## config.mk

```make
export PLATFORM = sky130hd
export DESIGN_NAME = predicate_speculation_tracker
export DESIGN_NICKNAME = d
export VERILOG_FILES = /design/src/rtl/predicate_speculation_tracker.sv
export SDC_FILE = /design/constraint.sdc
export NUM_CORES = 1
export LEC_CHECK = 0
export BUFFER_PORTS_ARGS = -buffer_cell sky130_fd_sc_hd__buf_2
export CAP_MARGIN = 20
export CELL_PAD_IN_SITES_DETAIL_PLACEMENT = 1
export CELL_PAD_IN_SITES_GLOBAL_PLACEMENT = 2
export CORE_MARGIN = 5
export CORE_UTILIZATION = 33
export CTS_CLUSTER_DIAMETER = 80
export DETAILED_ROUTE_END_ITERATION = 12
export GPL_TIMING_DRIVEN = 0
export HOLD_SLACK_MARGIN = 0.08
export PLACE_DENSITY = 0.81
export RECOVER_POWER = 25
export SLEW_MARGIN = 20
export SYNTH_ARGS = -nofsm -noshare
export SYNTH_HDL_FRONTEND = slang
export SYNTH_SLANG_ARGS = --single-unit
```

## constraint.sdc

```tcl
create_clock -name clock -period 2.8 [get_ports clock]
set_input_delay 0.42 -clock clock [delete_from_list [all_inputs] [get_ports clock]]
set_output_delay 0.42 -clock clock [all_outputs]
set_load 0.01 [all_outputs]
```

## src/rtl/predicate_speculation_tracker.sv

```systemverilog
// Predicate speculation tracker: queues predicted predicates, commits or squashes on resolve.
// Optional PREDICATE_SPECULATION_STATS_EN adds saturating hit/miss counters.
module predicate_speculation_tracker #(
  parameter int unsigned DEPTH           = 4,
  parameter int unsigned TAG_WIDTH       = 3,
  parameter int unsigned RECOVERY_CYCLES = 2
) (
  input  logic                     clock,
  input  logic                     reset,
  input  logic                     enable,
  input  logic                     issue_valid,
  input  logic                     issue_prediction,
  input  logic [TAG_WIDTH-1:0]     issue_tag,
  output logic                     issue_ready,
  input  logic                     resolve_valid,
  input  logic                     resolve_value,
  output logic                     commit_valid,
  output logic [TAG_WIDTH-1:0]     commit_tag,
  output logic                     squash,
  output logic [TAG_WIDTH-1:0]     squash_tag,
  output logic [$clog2(DEPTH):0]   outstanding_count
`ifdef PREDICATE_SPECULATION_STATS_EN
  ,
  output logic [15:0]              hit_count,
  output logic [15:0]              miss_count
`endif
);

  localparam int unsigned PTR_W = $clog2(DEPTH);
  localparam int unsigned CNT_W = PTR_W + 1;
  localparam int unsigned RC_W  = $clog2(RECOVERY_CYCLES + 1);
  localparam logic [CNT_W-1:0] DEPTH_C   = CNT_W'(DEPTH);
  localparam logic [RC_W-1:0]  RC_INIT   = RC_W'(RECOVERY_CYCLES);

  typedef struct packed {
    logic                 pred;
    logic [TAG_WIDTH-1:0] tag;
  } entry_t;

  typedef enum logic {ACTIVE = 1'b0, RECOVER = 1'b1} state_t;

  state_t           state_q, state_d;
  logic [RC_W-1:0]  rcnt_q, rcnt_d;
  entry_t           fifo_q [DEPTH];
  logic [PTR_W-1:0] rd_ptr_q, rd_ptr_d, wr_ptr_q, wr_ptr_d;
  logic [CNT_W-1:0] count_q, count_d;
  logic             commit_valid_q, squash_q;
  logic [TAG_WIDTH-1:0] commit_tag_q, squash_tag_q;

  entry_t head;
  logic   resolve_eff, hit, miss, push;

  // Resolve classification against the oldest entry; a mismatch overrides any same-cycle issue.
  always_comb begin
    head        = fifo_q[rd_ptr_q];
    resolve_eff = enable && resolve_valid && (count_q != '0);
    hit         = resolve_eff && (resolve_value == head.pred);
    miss        = resolve_eff && (resolve_value != head.pred);
    push        = issue_valid && issue_ready && !miss;
  end

  // FSM state register.
  always_ff @(posedge clock) begin
    if (reset) begin
      state_q <= ACTIVE;
      rcnt_q  <= '0;
    end else begin
      state_q <= state_d;
      rcnt_q  <= rcnt_d;
    end
  end

  // FSM next state; the recovery counter only advances on enabled cycles.
  always_comb begin
    state_d = state_q;
    rcnt_d  = rcnt_q;
    if (enable) begin
      case (state_q)
        ACTIVE: begin
          if (miss) begin
            state_d = RECOVER;
            rcnt_d  = RC_INIT;
          end
        end
        RECOVER: begin
          if (rcnt_q <= RC_W'(1)) begin
            state_d = ACTIVE;
            rcnt_d  = '0;
          end else begin
            rcnt_d = rcnt_q - RC_W'(1);
          end
        end
        default: state_d = ACTIVE;
      endcase
    end
  end

  // FSM outputs: depend on registered state and enable only.
  always_comb begin
    issue_ready = enable && (state_q == ACTIVE) && (count_q < DEPTH_C);
  end

  // Pointer and occupancy next state.
  always_comb begin
    rd_ptr_d = rd_ptr_q;
    wr_ptr_d = wr_ptr_q;
    count_d  = count_q;
    if (miss) begin
      rd_ptr_d = '0;
      wr_ptr_d = '0;
      count_d  = '0;
    end else begin
      if (push) wr_ptr_d = wr_ptr_q + PTR_W'(1);
      if (hit)  rd_ptr_d = rd_ptr_q + PTR_W'(1);
      count_d = count_q + CNT_W'(push) - CNT_W'(hit);
    end
  end

  always_ff @(posedge clock) begin
    if (reset) begin
      rd_ptr_q       <= '0;
      wr_ptr_q       <= '0;
      count_q        <= '0;
      commit_valid_q <= 1'b0;
      squash_q       <= 1'b0;
      commit_tag_q   <= '0;
      squash_tag_q   <= '0;
    end else begin
      rd_ptr_q       <= rd_ptr_d;
      wr_ptr_q       <= wr_ptr_d;
      count_q        <= count_d;
      commit_valid_q <= hit;
      squash_q       <= miss;
      if (hit)  commit_tag_q <= head.tag;
      if (miss) squash_tag_q <= head.tag;
    end
  end

  // Entry storage needs no reset: the count gates every read.
  always_ff @(posedge clock) begin
    if (push) fifo_q[wr_ptr_q] <= '{pred: issue_prediction, tag: issue_tag};
  end

  assign commit_valid      = commit_valid_q;
  assign commit_tag        = commit_tag_q;
  assign squash            = squash_q;
  assign squash_tag        = squash_tag_q;
  assign outstanding_count = count_q;

`ifdef PREDICATE_SPECULATION_STATS_EN
  logic [15:0] hit_q, miss_q;

  always_ff @(posedge clock) begin
    if (reset) begin
      hit_q  <= '0;
      miss_q <= '0;
    end else begin
      if (hit  && (hit_q  != 16'hFFFF)) hit_q  <= hit_q  + 16'd1;
      if (miss && (miss_q != 16'hFFFF)) miss_q <= miss_q + 16'd1;
    end
  end

  assign hit_count  = hit_q;
  assign miss_count = miss_q;
`endif

endmodule

```

# Yosys cells after proc, flatten, opt, wreduce, memory -nomap -nowiden
# Memory sizes are Yosys's and may differ from the RTL's. A register that Yosys moved wholly into a read port is not among the register bits.
# Index checks and enable logic that the tools add are counted.
# totals
ram_bits,16
rom_bits,0
wordCells,43
reg_bits,18
memories,1
inputBits,10
latchBits,0
output_inout_bits,12
# memory_table
name,depth,word_bits,rd,rd_ports_with_merged_regs,wr,line_no,rtl
fifo_q,4,4,1,1,1,44,entry_t fifo_q [DEPTH];
# classes
muxes,10
magnitude_cmp,2
reduce_logical,12
addsub,5
bitwise_logic,1
mul,0
n_eq_ne,3
div,0
n_shift,0
# ops
op,count
1-bit logical AND,8
2-bit 2-to-1 mux,4
"2-bit by 1-bit adder with 2-bit output, second input constant",2
1-bit 2-to-1 mux,4
2-bit one-hot mux with 2 select lines,1
3-bit by 1-bit adder with 3-bit output,1
"3-bit < comparator, second input constant",1
3-bit nonzero test,1
3-bit by 1-bit subtractor with 3-bit output,1
"2-bit by 1-bit <= comparator with 1-bit output, second input constant",1
"2-bit != test, second input constant",1
1-bit one-hot mux with 2 select lines,1
2-bit AND reduction,1
2-bit OR reduction,1
"2-bit by 1-bit subtractor with 2-bit output, second input constant",1
1-bit equality test,1
1-bit zero test,1
1-bit != test,1
1-bit inverter,1

# Longest topological paths before layout
# Gate-level depths: netlist (run 1).
# depth
ltp_word,7
mapped_depth,13
ltp_nobuf,12

# Least setup slack after synthesis (run 1)
# No wires, ideal clock.
# synth_timing
path_kind,reg-to-reg
startpoint,register with a tool-made name
endpoint,"register count_q[2], in the netlist outstanding_count[2]"
stages_incl_launch_ff,13
setup_slack_ps,37
synth_period_minus_slack_ps,2763
required_ps,2669
n_path_buf,0
t_arrival_ps,2631
setup_ps,131
cell_sequence,dfxtp_1 -> mux4_2 -> xor2_2 -> a21boi_1 -> inv_1 -> ha_1 -> inv_1 -> ha_1 -> inv_1 -> fa_1 -> xor2_1 -> xnor2_1 -> nor3_1
# synth_rtl
element,line_no,rtl
to (signal assigned),131,count_q <= count_d;
to (decl),46,"logic [CNT_W-1:0] count_q, count_d;"

==> results.ini, run 1 <==
[power_and_ir_drop]
seq_power_share = 0.457
p_sw_frac = 0.281
ir_worst_vdd_mv = 0.264
p_leak_nw = 0.711
intPower_mw = 1.00
p_switching_mw = 0.392
pwr-share-clk = 0.333
p_per_area_nw_per_um2 = 739
combPwrFrac = 0.209

[logic_synthesis]
synth_nets = 136
synth-edff-count = 16
synthTopCellsByArea = edfxtp_1 (32%), dfxtp_1 (27%), mux4_1 (5.3%)
ys_seq_area_frac = 0.594
ys_warn_count = 0
synth_top_area_share = 0.324
syn-cell-area_um2 = 1480
ys_ff_latch = 36
synthArstFlopShare = 0
synth_area_per_cell_um2 = 12.5
synth_commonest_cells = dfxtp_1 (20), edfxtp_1 (16), a21oi_1 (11)
yosysTopAreaCell = edfxtp_1
ys.flop_type = dfxtp_1
syn_inst = 119
synthDistinctLibCells = 32
synth_most_common_cell = dfxtp_1

[flow_run]
cap_violations = 0

[timing]
fmax_ghz = 0.372
slew_violations = 0
post-route-period-util = 0.960
hold_viol = 0
layout_setup_ws_ns = 0.111
finalSetupViolations = 0
min_period_ns = 2.69
hold_ws_ns = 0.385
clock_skew_ns = 0.00997
worst_pin_slew_ns = 0.568
slew_headroom = 0.616

[grt]
overflow = 0
antenna_found_initial = 0
grt_max_degree = 14
grt_pass1_wl_mm = 5.20
track_usage = 0.114
first_global_vias = 1123

[clock_tree]
clock-root-buffer = clkbuf_8
cts_buffers = 5
htree_levels = 2
cts_tree = yes
cts_sinks = 36
cts_hold_repair.buffers = 0
clk_pin_slew_ns = 0.08
clk_latency_ns = 0.29
cts.path.max_buffers = 2

[placement]
port_buffers = 20
pre_cts_ws_ns = -0.317
place_hpwl_mm = 2.25
placed_area_um2 = 1650
gp_congestion = 0.723

[floorplanning]
dieArea_um2 = 5930
coreArea_um2 = 4350
die_x_um = 77.0
dieHeight_um = 77.0
pin_count = 22
start_util = 0.341
rows = 24

[final_layout]
stdcell_area_um2 = 1880
drive_above_1_share = 0.299
diodes = 0
area_growth_pct = 27.1
nNetsFinal = 170

[worst_hold_path]
hold_class = in -> reg
min_path_cells = 1

[drt]
route.detailed.drc = 0
routed_via_density = 4.90
routed_wl_mm = 3.15
first_iter_violations = 45
ant_nets = 0
routed-via-count = 1009
wl_per_cell_um = 15.3
dr.pass1.iters = 2

[setup_path]
end_kind = register
r2r_cells = 12
cp-start-kind = register
worstPathRequired_ns = 2.96
critPathMaxFanout = 4
cp.arrival_ns = 2.85
path_class = reg -> reg

[status]
outcome = complete, no violations

==> flip-flops by register name, summed over array words and instances, names as in the netlist, named ones only <==
name and cells:
commit_tag 3, commit_valid 1, fifo_q 16, outstanding_count 3
rcnt_q 2, rd_ptr_q 2, squash 1, squash_tag 3
state_q 1, wr_ptr_q 2
==> placed cells by master (no fill, tap or decap), drive strengths merged, types with 2 or more instances in the layout <==
cell type,count
nor3b,2
ha,6
nor2,5
inv,7
nand2,5
and2,4
xor2,2
o21ai,6
buf,25
nand3,6
xnor2,3
clkbuf,12
a21oi,11
nor3,6
edfxtp,16
mux4,4
dfxtp,20
==> logic make-up after synthesis <==
| family | synth area share |
|---|---|
| and+or+nand+nor | 0.119 |
| muxes | 0.0684 |
| AOI/OAI and AO/OA | 0.0911 |
| adders and majority gates | 0.0641 |
| buffers and inverters | 0.0287 |
| xor gates and xnor gates | 0.0346 |
| DFF | 0.594 |
==> cell type report <==
cell class | count | area [um^2]
Buffer | 5 | 26.3
Multi-Input combinational cell | 72 | 623
Sequential cell | 36 | 885
Timing Repair Buffer | 27 | 148
Clock buffer | 5 | 68.8
Tap cell | 52 | 65.1
Fill cell | 476 | 2470
Clock inverter | 3 | 46.3
Inverter | 6 | 22.5
==> stage by stage <==
stage	power (mW)	std cells	TNS, ns	utilization
2_1_floorplan	0.795	119	0	-
3_3_place_gp	0.864	191	-0.293	0.378
3_5_place_dp	0.879	191	-0.446	0.378
4_1_cts	1.40	203	0	0.429
5_1_grt	1.48	206	-0.00167	0.433
6_report	1.39	206	0	0.433
==> timing repair <==
item,CTS,global route
buffers inserted,4,3
setup endpoints to repair,2,1
gates resized for setup,17,1
pin swaps,6,7
endpoints found under the hold margin,0,0
==> metal layers <==
layer	part of all wire	wire length [um]	global-route usage
met4	0.027	85	0.0687
met5	0	0	0
met1	0.41	1280	0.121
met3	0.046	145	0.0398
met2	0.52	1640	0.194
==> worst paths after layout <==
| path | from | to | slack (ns) |
|---|---|---|---|
| min reg2reg | squash_tag[0] | squash_tag[0] | 0.48 |
| max | register | outstanding_count[2] | 0.11 |
| max reg2reg | register | outstanding_count[2] | 0.11 |
| min | issue_tag[2] | fifo_q[0][2] | 0.38 |
==> power groups by stage <==
stage	clock [mW]	combinational [mW]	sequential, mW
after detailed placement	0	0.233	0.646
after floorplan	0	0.148	0.647
after global placement	0	0.223	0.641
after CTS	0.478	0.286	0.639
after global routing	0.507	0.325	0.644
final	0.464	0.292	0.637
==> critical path, stage by stage, from the launching register on <==
cell	delay, ns
dfxtp_4	0.38
mux4_2	0.58
xor2_4	0.20
a21boi_2	0.19
inv_2	0.07
ha_4	0.23
inv_2	0.06
ha_4	0.12
inv_2	0.03
fa_2	0.32
xor2_1	0.17
xnor2_1	0.14
nor3_1	0.06
Power figures use the tool's default switching activity.
==> run 2: changes to the inputs <==
--- a/config.mk
+++ b/config.mk
@@ -16,7 +16,6 @@
 export GPL_TIMING_DRIVEN = 0
 export HOLD_SLACK_MARGIN = 0.08
 export PLACE_DENSITY = 0.81
-export RECOVER_POWER = 25
 export SLEW_MARGIN = 20
 export SYNTH_ARGS = -nofsm -noshare
 export SYNTH_HDL_FRONTEND = slang
==> run 2 against run 1 <==
Compared with the run above:
- worst setup slack did not move
- flip-flop and latch count did not move
- cell count did not move
- via count did not move
- critical path type unchanged
- largest cell class unchanged
- highest routed layer unchanged
==> results.ini, run 2 (same netlist as run 1, synthesis figures left out) <==
[drt]
route.detailed.drc = 0  ; unchanged
routed_via_density = 4.90  ; unchanged
routed-via-count = 1009  ; unchanged
routed_wl_mm = 3.15  ; about the same
dr.pass1.iters = 2  ; unchanged
wl_per_cell_um = 15.3  ; about the same
first_iter_violations = 45  ; unchanged
ant_nets = 0  ; unchanged

[floorplanning]
start_util = 0.341  ; unchanged
die_x_um = 77.0  ; unchanged
rows = 24  ; unchanged
coreArea_um2 = 4350  ; unchanged
dieHeight_um = 77.0  ; unchanged
pin_count = 22  ; unchanged
dieArea_um2 = 5930  ; unchanged

[final_layout]
largest_reg_flops = 16  ; unchanged
stdcell_area_um2 = 1890  ; was 1880 um^2
multi_input_area_um2 = 623  ; unchanged
largest-register = fifo_q  ; unchanged
final_common_cell = buf_2  ; was dfxtp_1
n_fill_cell = 475  ; was 476
drive_above_1_share = 0.325  ; was 0.299
area_growth_pct = 27.4  ; was 27.1%
final_cell_mix = buf_2 (20), dfxtp_1 (19), edfxtp_1 (16), a21oi_1 (11), buf_4 (7)  ; was dfxtp_1 (19), edfxtp_1 (16), buf_2 (16), a21oi_1 (11)
seqCellArea_um2 = 885  ; unchanged
nNetsFinal = 170  ; unchanged
diodes = 0  ; unchanged

[power_and_ir_drop]
pwr-share-clk = 0.333  ; about the same
p_per_area_nw_per_um2 = 738  ; was 739 nW/um^2
seq_power_share = 0.457  ; about the same
p_switching_mw = 0.392  ; about the same
intPower_mw = 1.00  ; about the same
power_mw = 1.39  ; about the same
ir_worst_vdd_mv = 0.264  ; unchanged
p_leak_nw = 0.722  ; was 0.711 nW
p_sw_frac = 0.281  ; about the same
combPwrFrac = 0.210  ; was 0.209

[clock_tree]
cts_tree = yes  ; unchanged
clk_latency_ns = 0.29  ; about the same
clock-root-buffer = clkbuf_8  ; unchanged
htree_levels = 2  ; unchanged
clk_pin_slew_ns = 0.08  ; about the same
cts.path.max_buffers = 2  ; unchanged
cts_buffers = 5  ; unchanged
cts_sinks = 36  ; unchanged

[flow_run]
cap_violations = 0  ; unchanged

[setup_path]
cp-start-kind = register  ; unchanged
worstPathRequired_ns = 2.96  ; about the same
cpPeakStageDelay_ns = 0.58  ; about the same
crit_path_top_delay_cell = mux4_2  ; unchanged
crit_top_cell = inv_2  ; unchanged
cp.arrival_ns = 2.85  ; about the same
path_class = reg -> reg  ; unchanged
end_kind = register  ; unchanged
critPathMaxFanout = 4  ; unchanged
path_cells = mux4_2, xor2_4, a21boi_2, inv_2, ha_4, inv_2, ha_4, inv_2, fa_2, xor2_1, xnor2_1, nor3_1  ; unchanged

[status]
outcome = complete, no violations  ; unchanged

[timing]
fmax_ghz = 0.372  ; unchanged
min_period_ns = 2.69  ; unchanged
hold_viol = 0  ; unchanged
worst_pin_slew_ns = 0.568  ; unchanged
finalSetupViolations = 0  ; unchanged
post-route-period-util = 0.960  ; unchanged
slew_headroom = 0.616  ; unchanged
slew_violations = 0  ; unchanged
layout_setup_ws_ns = 0.111  ; unchanged
clock_skew_ns = 0.00997  ; unchanged

[grt]
track_usage = 0.114  ; unchanged
first_global_vias = 1123  ; unchanged
grt_pass1_wl_mm = 5.20  ; unchanged
grt_max_degree = 14  ; unchanged
antenna_found_initial = 0  ; unchanged
overflow = 0  ; unchanged

[worst_hold_path]
hold_class = in -> reg  ; unchanged

[placement]
pre_cts_ws_ns = -0.317  ; unchanged
port_buffers = 20  ; unchanged
placed_area_um2 = 1650  ; unchanged
gp_congestion = 0.723  ; unchanged
place_hpwl_mm = 2.25  ; unchanged

==> run 2: changes by cell type in the layout (fill, tap and decap cells not counted) <==
| cell | previous run | this run |
|---|---|---|
| buf_2 | 16 | 20 |
| clkbuf_1 | 7 | 3 |
==> run 2: layer usage <==
layer | vias to the layer above | global-route usage | share of wire
met2 | 19 | 0.194 | 0.52
li1 | 501 | - | -
met5 | - | 0 | 0
met3 | 7 | 0.0398 | 0.046
met4 | 0 | 0.0687 | 0.027
met1 | 482 | 0.121 | 0.41
==> run 2: power by group through the flow <==
stage                     registers [mW]  logic, mW  clock network [mW]
after CTS                          0.639      0.286               0.478
final                              0.637      0.293               0.464
after global placement             0.641      0.223                   0
after detailed placement           0.646      0.233                   0
after floorplan                    0.647      0.148                   0
after global routing               0.644      0.325               0.507
==> run 2: repair_timing <==
action | CTS | global route
resized for setup | 17 | 1
pin swaps | 6 | 7
buffers inserted | 4 | 3
hold buffers | 0 | 0
setup endpoints to repair | 2 | 1
==> run 2: worst paths after layout <==
path                            cells after the start  slack [ns]                    to          start
worst max-delay path                               12        0.11  outstanding_count[2]       register
worst min-delay path                                1        0.34          fifo_q[0][2]   issue_tag[2]
worst max register to register                     12        0.11  outstanding_count[2]       register
worst min register to register                      2        0.48         squash_tag[0]  squash_tag[0]
==> run 2: worst max-delay path, delay by kind of cell, from the launching register on <==
family,cells,cell delay (ns)
compound gates,1,0.19
fa+ha+maj,3,0.67
mux,1,0.58
flops,1,0.38
xor+xnor,3,0.51
buf+inv,3,0.16
simple gates,1,0.06
==> run 2: metrics by stage <==
step	hold slack, ns	util	std cells	TNS (ns)
2_1_floorplan	0.457	-	119	0
3_3_place_gp	0.461	0.378	191	-0.293
3_5_place_dp	0.473	0.378	191	-0.446
4_1_cts	0.332	0.429	203	0
5_1_grt	0.325	0.434	206	-0.00167
6_report	0.344	0.434	206	0
==> run 2: final cells by class <==
class,instances,area share
plain buffers,5,0.0139
inverters,6,0.0119
flip-flops and latches,36,0.468
multi-input cells,72,0.330
repair buffers,27,0.0808
clock buffers,5,0.0364
clock inverters,3,0.0245
well taps,52,0.0344
==> run 3: changes to the inputs <==
--- a/config.mk
+++ b/config.mk
@@ -5,14 +5,14 @@
 export SDC_FILE = /design/constraint.sdc
 export NUM_CORES = 1
 export LEC_CHECK = 0
-export BUFFER_PORTS_ARGS = -buffer_cell sky130_fd_sc_hd__buf_2
 export CAP_MARGIN = 20
 export CELL_PAD_IN_SITES_DETAIL_PLACEMENT = 1
 export CELL_PAD_IN_SITES_GLOBAL_PLACEMENT = 2
 export CORE_MARGIN = 5
-export CORE_UTILIZATION = 33
+export CORE_UTILIZATION = 37
 export CTS_CLUSTER_DIAMETER = 80
 export DETAILED_ROUTE_END_ITERATION = 12
+export DONT_BUFFER_PORTS = 1
 export GPL_TIMING_DRIVEN = 0
 export HOLD_SLACK_MARGIN = 0.08
 export PLACE_DENSITY = 0.81
==> run 3 against run 2 <==
Compared with the run above:
- wire length shrank 1.4%
- clock-buffer cell count is the same
- utilization grew 1.4 points
==> results.ini, run 3 (same netlist as run 1, synthesis figures left out) <==
[final_layout]
largest_reg_flops = 16  ; unchanged
nNetsFinal = 148  ; was 170
final_util = 0.447  ; was 0.434
diodes = 0  ; unchanged
drive_above_1_share = 0.220  ; was 0.325
largest-register = fifo_q  ; unchanged
area_growth_pct = 19.0  ; was 27.4%
final_common_cell = dfxtp_1  ; was buf_2
final_cell_mix = dfxtp_1 (19), edfxtp_1 (16), a21oi_1 (11)  ; was buf_2 (20), dfxtp_1 (19), edfxtp_1 (16), a21oi_1 (11), buf_4 (7)

[timing]
rsz0062_at_grt = true
layout_setup_ws_ns = 0.0963  ; was 0.111 ns
worst_pin_slew_ns = 0.492  ; was 0.568 ns
fin_tns_setup_ns = 0  ; unchanged
hold_viol = 0  ; unchanged
clock_skew_ns = 0.00888  ; was 0.00997 ns
min_period_ns = 2.70  ; was 2.69 ns
post-route-period-util = 0.966  ; was 0.960
slew_headroom = 0.668  ; was 0.616
fmax_ghz = 0.370  ; was 0.372 GHz
slew_violations = 0  ; unchanged
finalSetupViolations = 0  ; unchanged
hold_ws_ns = 0.222  ; was 0.344 ns

[power_and_ir_drop]
p_leak_nw = 0.613  ; was 0.722 nW
combPwrFrac = 0.210  ; about the same
ir_worst_vdd_mv = 0.316  ; was 0.264 mV
p_per_area_nw_per_um2 = 716  ; was 738 nW/um^2
p_switching_mw = 0.371  ; was 0.392 mW
seq_power_share = 0.518  ; was 0.457
power_mw = 1.26  ; was 1.39 mW
p_sw_frac = 0.294  ; was 0.281
intPower_mw = 0.893  ; was 1.00 mW
pwr-share-clk = 0.272  ; was 0.333

[floorplanning]
dieHeight_um = 73.3  ; was 77.0 um
rows = 23  ; was 24
pin_count = 22  ; unchanged
die_x_um = 73.3  ; was 77.0 um
coreArea_um2 = 3940  ; was 4350 um^2
dieArea_um2 = 5370  ; was 5930 um^2
start_util = 0.376  ; was 0.341

[drt]
routed_wl_mm = 3.10  ; was 3.15 mm
first_iter_violations = 48  ; was 45
dr.pass1.iters = 4  ; was 2
routed-via-count = 942  ; was 1009
ant_nets = 0  ; unchanged
route.detailed.drc = 0  ; unchanged
routed_via_density = 5.18  ; was 4.90
wl_per_cell_um = 17.0  ; was 15.3 um

[setup_path]
path_class = reg -> reg  ; unchanged
critPathMaxFanout = 2  ; was 4
cp-start-kind = register  ; unchanged
end_kind = register  ; unchanged
cp.arrival_ns = 2.91  ; was 2.85 ns
r2r_setup_slack_ns = 0.1  ; was 0.11 ns
worstPathRequired_ns = 3.00  ; was 2.96 ns

[grt]
grt_pass1_wl_mm = 5.04  ; was 5.20 mm
first_global_vias = 1031  ; was 1123
antenna_found_initial = 0  ; unchanged
track_usage = 0.126  ; was 0.114
grt_max_degree = 12  ; was 14
overflow = 0  ; unchanged

[clock_tree]
cts_buffers = 5  ; unchanged
cts.path.max_buffers = 2  ; unchanged
cts_tree = yes  ; unchanged
clk_latency_ns = 0.29  ; about the same
cts_sinks = 36  ; unchanged
clock-root-buffer = clkbuf_8  ; unchanged
htree_levels = 2  ; unchanged
clk_pin_slew_ns = 0.07  ; was 0.08 ns

[status]
outcome = complete, no violations  ; unchanged

[placement]
place_hpwl_mm = 2.22  ; was 2.25 mm
pre_cts_ws_ns = -0.362  ; was -0.317 ns
port_buffers = 0  ; was 20
gp_congestion = 0.738  ; was 0.723

[flow_run]
cap_violations = 0  ; unchanged

[worst_hold_path]
hold_class = in -> reg  ; unchanged

run 3: stage by stage:
step	cell area, um^2	std cells
after CTS	1750	182
after global routing	1760	182
final	1760	182
after detailed placement	1550	169
after global placement	1550	169
after floorplan	1480	119
run 3: timing repair:
action                                  4_1_cts  5_1_grt
hold buffers                                  0        0
setup buffers                                 5        1
resized for setup                            20        2
pin swaps                                     7        6
endpoints found under the setup margin        2        1
run 3: power groups by stage:
| stage | Clock (mW) | Combinational, mW | Sequential [mW] |
|---|---|---|---|
| 2_1_floorplan | 0 | 0.148 | 0.647 |
| 3_3_place_gp | 0 | 0.179 | 0.656 |
| 3_5_place_dp | 0 | 0.193 | 0.661 |
| 4_1_cts | 0.355 | 0.257 | 0.652 |
| 5_1_grt | 0.376 | 0.291 | 0.660 |
| 6_report | 0.343 | 0.266 | 0.654 |
run 3: final cells by class:
class | instances | area [um^2]
fillers | 398 | 2180
flip-flops and latches | 36 | 885
multi-input cells | 72 | 639
clock buffers | 5 | 68.8
well taps | 50 | 62.6
repair buffers | 6 | 45.0
inverters | 6 | 27.5
plain buffers | 4 | 22.5
clock inverters | 3 | 13.8
run 3: routing by layer:
metal,vias to the layer above,GRT usage,part of all wire
met5,-,0,0
met1,461,0.135,0.39
met3,4,0.0616,0.069
li1,457,-,-
met4,0,0.0302,0.011
met2,20,0.220,0.53
run 3: final timing paths:
kind / start / endpoint / cells after the start
max: fifo_q[3][3] / outstanding_count[2] / 12
min: issue_prediction / fifo_q[0][3] / 0
max reg2reg: fifo_q[3][3] / outstanding_count[2] / 12
min reg2reg: rcnt_q[1] / state_q / 2
run 3: critical path: stages, from the launching register on:
cell      delay, ns
edfxtp_1       0.37
mux4_2         0.57
xor2_4         0.19
a21boi_2       0.18
inv_2          0.06
ha_4           0.24
inv_4          0.05
ha_4           0.12
inv_2          0.03
fa_2           0.35
xor2_2         0.16
xnor2_1        0.15
nor3_1         0.15
